`config.mk`:
```
export PLATFORM = sky130hd
export DESIGN_NAME = div_share_sched
export DESIGN_NICKNAME = d
export VERILOG_FILES = /design/src/rtl/div_share_sched.sv
export SDC_FILE = /design/constraint.sdc
export NUM_CORES = 1
export LEC_CHECK = 0
export CORE_MARGIN = 1.5
export CORE_UTILIZATION = 45
export DETAILED_ROUTE_END_ITERATION = 10
export PLACE_DENSITY = 0.8
export SETUP_SLACK_MARGIN = 0.4
export SLEW_MARGIN = 20
export SYNTH_ARGS = -nofsm -noshare
export SYNTH_HDL_FRONTEND = slang
export SYNTH_SLANG_ARGS = --single-unit
```
`constraint.sdc`:
```
create_clock -name clk -period 3.2 [get_ports clk]
set_input_delay 0.96 -clock clk [delete_from_list [all_inputs] [get_ports clk]]
set_output_delay 0.96 -clock clk [all_outputs]
set_load 0.05 [all_outputs]
```
`src/rtl/div_share_sched.sv`:
```
// Round-robin shared restoring divider: one quotient bit per clock for NREQ requesters.
// Optional build macro DIV_EARLY_ZERO_EN: divide-by-zero skips the step sequence entirely.
module div_share_sched #(
    parameter int WIDTH = 8,
    parameter int NREQ  = 4,
    localparam int IDW  = $clog2(NREQ)
) (
    input  logic                  clk,
    input  logic                  rst,
    input  logic [NREQ-1:0]       req,
    input  logic [NREQ*WIDTH-1:0] dividend,
    input  logic [NREQ*WIDTH-1:0] divisor,
    output logic [NREQ-1:0]       gnt,
    output logic                  busy,
    output logic                  done,
    output logic [IDW-1:0]        done_id,
    output logic [WIDTH-1:0]      quotient,
    output logic [WIDTH-1:0]      remainder,
    output logic                  div_by_zero
);

    localparam int CW = $clog2(WIDTH);

`ifdef DIV_EARLY_ZERO_EN
    localparam bit EARLY_ZERO = 1'b1;
`else
    localparam bit EARLY_ZERO = 1'b0;
`endif

    typedef enum logic [1:0] {
        ST_IDLE = 2'd0,
        ST_RUN  = 2'd1,
        ST_DONE = 2'd2
    } state_t;

    state_t           state_r;
    logic [IDW-1:0]   rr_ptr_r;
    logic [CW-1:0]    cnt_r;
    logic [WIDTH:0]   p_r;
    logic [WIDTH-1:0] d_r;
    logic [WIDTH-1:0] dvs_r;
    logic [IDW-1:0]   id_r;

    logic [NREQ-1:0]  gnt_r;
    logic             busy_r;
    logic             done_r;
    logic [IDW-1:0]   done_id_r;
    logic [WIDTH-1:0] quotient_r;
    logic [WIDTH-1:0] remainder_r;
    logic             div_by_zero_r;

    logic             win_vld_s;
    logic [IDW-1:0]   win_idx_s;
    logic [IDW-1:0]   idx_s;
    logic [WIDTH-1:0] win_dvd_s;
    logic [WIDTH-1:0] win_dvs_s;
    logic [NREQ-1:0]  gnt_nxt_s;
    logic [IDW-1:0]   ptr_nxt_s;
    logic [WIDTH:0]   p_sh_s;
    logic [WIDTH:0]   p_nxt_s;
    logic [WIDTH-1:0] d_nxt_s;

    assign gnt         = gnt_r;
    assign busy        = busy_r;
    assign done        = done_r;
    assign done_id     = done_id_r;
    assign quotient    = quotient_r;
    assign remainder   = remainder_r;
    assign div_by_zero = div_by_zero_r;

    // Round-robin search from the pointer upward, first requester found wins
    always_comb begin
        win_vld_s = 1'b0;
        win_idx_s = '0;
        idx_s     = '0;
        for (int k = 0; k < NREQ; k++) begin
            idx_s = IDW'((int'(rr_ptr_r) + k) % NREQ);
            if (!win_vld_s && req[idx_s]) begin
                win_vld_s = 1'b1;
                win_idx_s = idx_s;
            end else begin
                win_vld_s = win_vld_s;
            end
        end
    end

    // Winner's operands, grant vector and the pointer value that follows it
    always_comb begin
        win_dvd_s            = dividend[int'(win_idx_s)*WIDTH +: WIDTH];
        win_dvs_s            = divisor[int'(win_idx_s)*WIDTH +: WIDTH];
        gnt_nxt_s            = '0;
        gnt_nxt_s[win_idx_s] = win_vld_s;
        if (win_idx_s == IDW'(NREQ-1)) begin
            ptr_nxt_s = '0;
        end else begin
            ptr_nxt_s = win_idx_s + 1'b1;
        end
    end

    // One restoring step; P carries an extra bit so large divisors never lose the shifted MSB
    always_comb begin
        p_sh_s = {p_r[WIDTH-1:0], d_r[WIDTH-1]};
        if (p_sh_s >= {1'b0, dvs_r}) begin
            p_nxt_s = p_sh_s - {1'b0, dvs_r};
            d_nxt_s = {d_r[WIDTH-2:0], 1'b1};
        end else begin
            p_nxt_s = p_sh_s;
            d_nxt_s = {d_r[WIDTH-2:0], 1'b0};
        end
    end

    // Control FSM, datapath registers and registered outputs
    always_ff @(posedge clk or posedge rst) begin
        if (rst) begin
            state_r       <= ST_IDLE;
            rr_ptr_r      <= '0;
            cnt_r         <= '0;
            p_r           <= '0;
            d_r           <= '0;
            dvs_r         <= '0;
            id_r          <= '0;
            gnt_r         <= '0;
            busy_r        <= 1'b0;
            done_r        <= 1'b0;
            done_id_r     <= '0;
            quotient_r    <= '0;
            remainder_r   <= '0;
            div_by_zero_r <= 1'b0;
        end else begin
            gnt_r  <= '0;
            done_r <= 1'b0;
            case (state_r)
                ST_IDLE: begin
                    if (win_vld_s) begin
                        rr_ptr_r <= ptr_nxt_s;
                        gnt_r    <= gnt_nxt_s;
                        busy_r   <= 1'b1;
                        id_r     <= win_idx_s;
                        dvs_r    <= win_dvs_s;
                        p_r      <= '0;
                        d_r      <= win_dvd_s;
                        cnt_r    <= '0;
                        if (EARLY_ZERO && (win_dvs_s == '0)) begin
                            state_r       <= ST_DONE;
                            done_r        <= 1'b1;
                            done_id_r     <= win_idx_s;
                            quotient_r    <= '1;
                            remainder_r   <= win_dvd_s;
                            div_by_zero_r <= 1'b1;
                        end else begin
                            state_r <= ST_RUN;
                        end
                    end else begin
                        busy_r <= 1'b0;
                    end
                end
                ST_RUN: begin
                    busy_r <= 1'b1;
                    p_r    <= p_nxt_s;
                    d_r    <= d_nxt_s;
                    if (cnt_r == CW'(WIDTH-1)) begin
                        state_r       <= ST_DONE;
                        done_r        <= 1'b1;
                        done_id_r     <= id_r;
                        quotient_r    <= d_nxt_s;
                        remainder_r   <= p_nxt_s[WIDTH-1:0];
                        div_by_zero_r <= (dvs_r == '0);
                    end else begin
                        cnt_r <= cnt_r + 1'b1;
                    end
                end
                ST_DONE: begin
                    state_r <= ST_IDLE;
                    busy_r  <= 1'b0;
                end
                default: begin
                    state_r <= ST_IDLE;
                    busy_r  <= 1'b0;
                end
            endcase
        end
    end

endmodule

```
==> summary.txt <==
STA
  • Worst-Margin Slew: 0.775 ns
  • Final Skew: ~0.0058 ns
  • Max Freq: roughly 0.38 GHz
  • Worst hold margin: ~0.47 ns
  • Final slew viol count: 0
  • Finish-stage setup viols: 0
  • Unrepaired setup endpoints after global routing: no
  • Final Hold Fails: 0
  • Slew HR: 0.479
  • Period utilization: 0.833
  • Final min period: around 2.7 ns
  • Setup TNS: 0 ns

Cells and area
  • Area Overhead vs Synth: 37.2%
  • Fill cells: 635
  • Layout net count: 545
  • Share of layout cells above drive strength 1: 0.0946
  • N_diodes: 0

Clock tree
  • CTS tree: built
  • CTS H-Tree Depth: 3
  • CTS Hold Bufs: 0
  • Worst-path clk slew: 0.06 ns
  • CTS max path bufs: 2
  • Clock Latency Late Sink: roughly 0.34 ns
  • CTS sink cnt: 58
  • Clk root buf: clkbuf_8
  • Cts bufs inserted: 9

Floorplan
  • Total core area: 7290 sq um
  • Num rows: 31
  • Initial Util: 0.468
  • # IOs: 95
  • Die Area: between 8000 and 9000 sq um
  • Width of the die: ~90 microns
  • Vert. Die Dim: ~90 microns

Synthesis
  • Async S/R FF share, synth: 1.00
  • Syn nets: 446
  • Seq/Total Area, Yosys: 0.426
  • Mean Syn Cell Area: between 9 and 10 sq um
  • Syn Inst Count: 361
  • Synth Cell Area: 3410 sq um
  • Post-synth top flop: dfrtp_1
  • Syn. warnings: 0
  • EDFF count, synth: 0
  • Netlist cell types: 55
  • Seq cells post-synth: 58

Route
  • Vias: around 3.1k
  • DRC: 0
  • Via density: between 5 and 6
  • DR WL/cell: 15.7 microns
  • Initial DRC count: 274
  • Routed WL: a little under 9000 microns
  • Remaining antenna violation count: 0
  • Initial DRT Pass Iterations: 4

Global route
  • Antenna violations before repair: 0
  • Number of global-route vias before repair: around 3.2k
  • First-pass GRT wire length: around 15000 microns
  • GRT overflow: 0
  • Total track usage: 0.226
  • Largest net degree at the start of global routing: 36

Pwr
  • Leakage: roughly 2.1 nW
  • Total power: ~5.0 mW
  • Power Dens Cells: about 1100 nW/um^2
  • VDD IR-drop max: 0.000368 V

Critical path
  • Worst Path Max Fanout: 10
  • Crit end category: register
  • CP required: 3.44 ns
  • Critical path type: primary input to register
  • Startpoint Class: primary input
  • Critical Path AT: 2.91 ns

Placement
  • Placer congestion estimate: slightly above 0.9
  • DP HPWL: 6770 microns
  • Buffers on Ports: 94

Flow run
  • Max_cap viols: 0

Worst hold path
  • Hold crit path type: register to register

Status
  • Outcome: completed
## repair_timing
| action | 4_1_cts | 5_1_grt |
|---|---|---|
| endpoints found under the setup margin | 0 | 9 |
| setup buffers | 0 | 0 |
| gates resized for setup | 0 | 1 |
## critical path, cell delays in order
cell and delay (ns):
clkdlybuf4s50_1 0.56, nor2b_1 0.31, a221oi_2 0.13, nor2_1 0.31, nand2_1 0.33, o221ai_1 0.31
## final timing paths
path / slack, ns / end / cells past startpoint / start
max: 0.53 / dvs_r[3] / 6 / req[2]
max in group asynchronous: 1.67 / p_r[6] / 3 / rst
min in group asynchronous: 0.97 / busy / 2 / rst
max reg2reg: 0.90 / p_r[2] / 7 / p_r[3]
min reg2reg: 0.47 / div_by_zero / 2 / div_by_zero
min: 0.47 / div_by_zero / 2 / div_by_zero
## layout make-up
class	count	area, sq um	area share
sequential	58	1450	0.310
inverter	23	86.3	0.0185
clock inverter	2	35.0	0.00749
clock buffer	14	163	0.0348
multi-input combinational	263	1780	0.381
tap	99	124	0.0265
timing repair buffer	105	1040	0.222
## sequential cells by signal, summed over array words and instances (netlist names)
name	count
remainder	8
id_r	2
cnt_r	3
dvs_r	8
quotient	8
state_r	2
d_r	8
p_r	8
gnt	4
rr_ptr_r	2
done	1
div_by_zero	1
done_id	2
busy	1
## power by group
group,switching (mW),internal [mW]
logic,1.81,1.20
registers,0.252,1.07
clock network,0.278,0.402
## cell families after synthesis
family / after synthesis / share of synthesized area
and+or+nand+nor: 125 / 0.176
AOI/OAI and AO/OA: 94 / 0.203
DFF: 58 / 0.426
buffers and inverters: 40 / 0.0536
muxes: 26 / 0.0771
adders and majority gates: 15 / 0.0572
xor gates and xnor gates: 3 / 0.00771
## per-stage QoR
| step | cell area [sq um] | utilization | instances | setup slack (ns) |
|---|---|---|---|---|
| after CTS | 4670 | 0.641 | 564 | 0.526 |
| final | 4680 | 0.641 | 564 | 0.534 |
| after floorplan | 3410 | - | 361 | 0.812 |
| after detailed placement | 4470 | 0.613 | 548 | 0.160 |
| after global placement | 4470 | 0.613 | 548 | 0.291 |
| after global routing | 4680 | 0.641 | 564 | 0.401 |
## cell usage in the layout (no fill, tap or decap), types with 3 or more instances in the layout
master,synthesis,layout
o21ai_0,10,10
nand3_1,5,5
nand2b_1,4,4
nor3b_1,3,3
inv_1,21,20
inv_2,2,3
clkbuf_8,0,11
nor2b_1,5,5
mux2i_1,24,24
buf_4,2,10
ha_1,14,14
clkdlybuf4s50_1,0,94
o211ai_1,11,11
nor2_1,15,15
o22ai_1,7,7
nand2_1,68,68
nor4_1,3,3
or3_1,5,5
a21oi_1,7,7
clkbuf_1,5,3
and2_1,6,6
dfrtp_1,58,58
o221ai_1,10,10
o21ai_2,3,3
a21boi_1,8,8
a211oi_1,16,16
## layer usage
layer / up-vias / global-route usage / part of all wire
met4: 0 / 0.108 / 0.025
met1: 1498 / 0.279 / 0.41
li1: 1505 / - / -
met3: 19 / 0.0321 / 0.060
met5: - / 0 / 0
met2: 120 / 0.389 / 0.50
## cells in the mapped netlist, types with 3 or more instances
master,instances,share of area
o22ai_1,7,0.013
ha_1,14,0.051
o221ai_1,10,0.026
a21oi_1,7,0.010
nand2b_1,4,0.0073
and2_1,6,0.011
mux2i_1,24,0.070
clkbuf_1,5,0.0055
buf_2,8,0.012
inv_1,21,0.023
o211ai_1,11,0.024
nor2_1,15,0.017
a21boi_1,8,0.018
o21ai_0,10,0.015
nor3b_1,3,0.0066
nor2b_1,5,0.0092
nor4_1,3,0.0055
o21ai_2,3,0.0077
nand2_1,68,0.075
a211oi_1,16,0.035
or3_1,5,0.0092
dfrtp_1,58,0.43
nand3_1,5,0.0073
No activity file was read; power rests on OpenSTA's default activity.
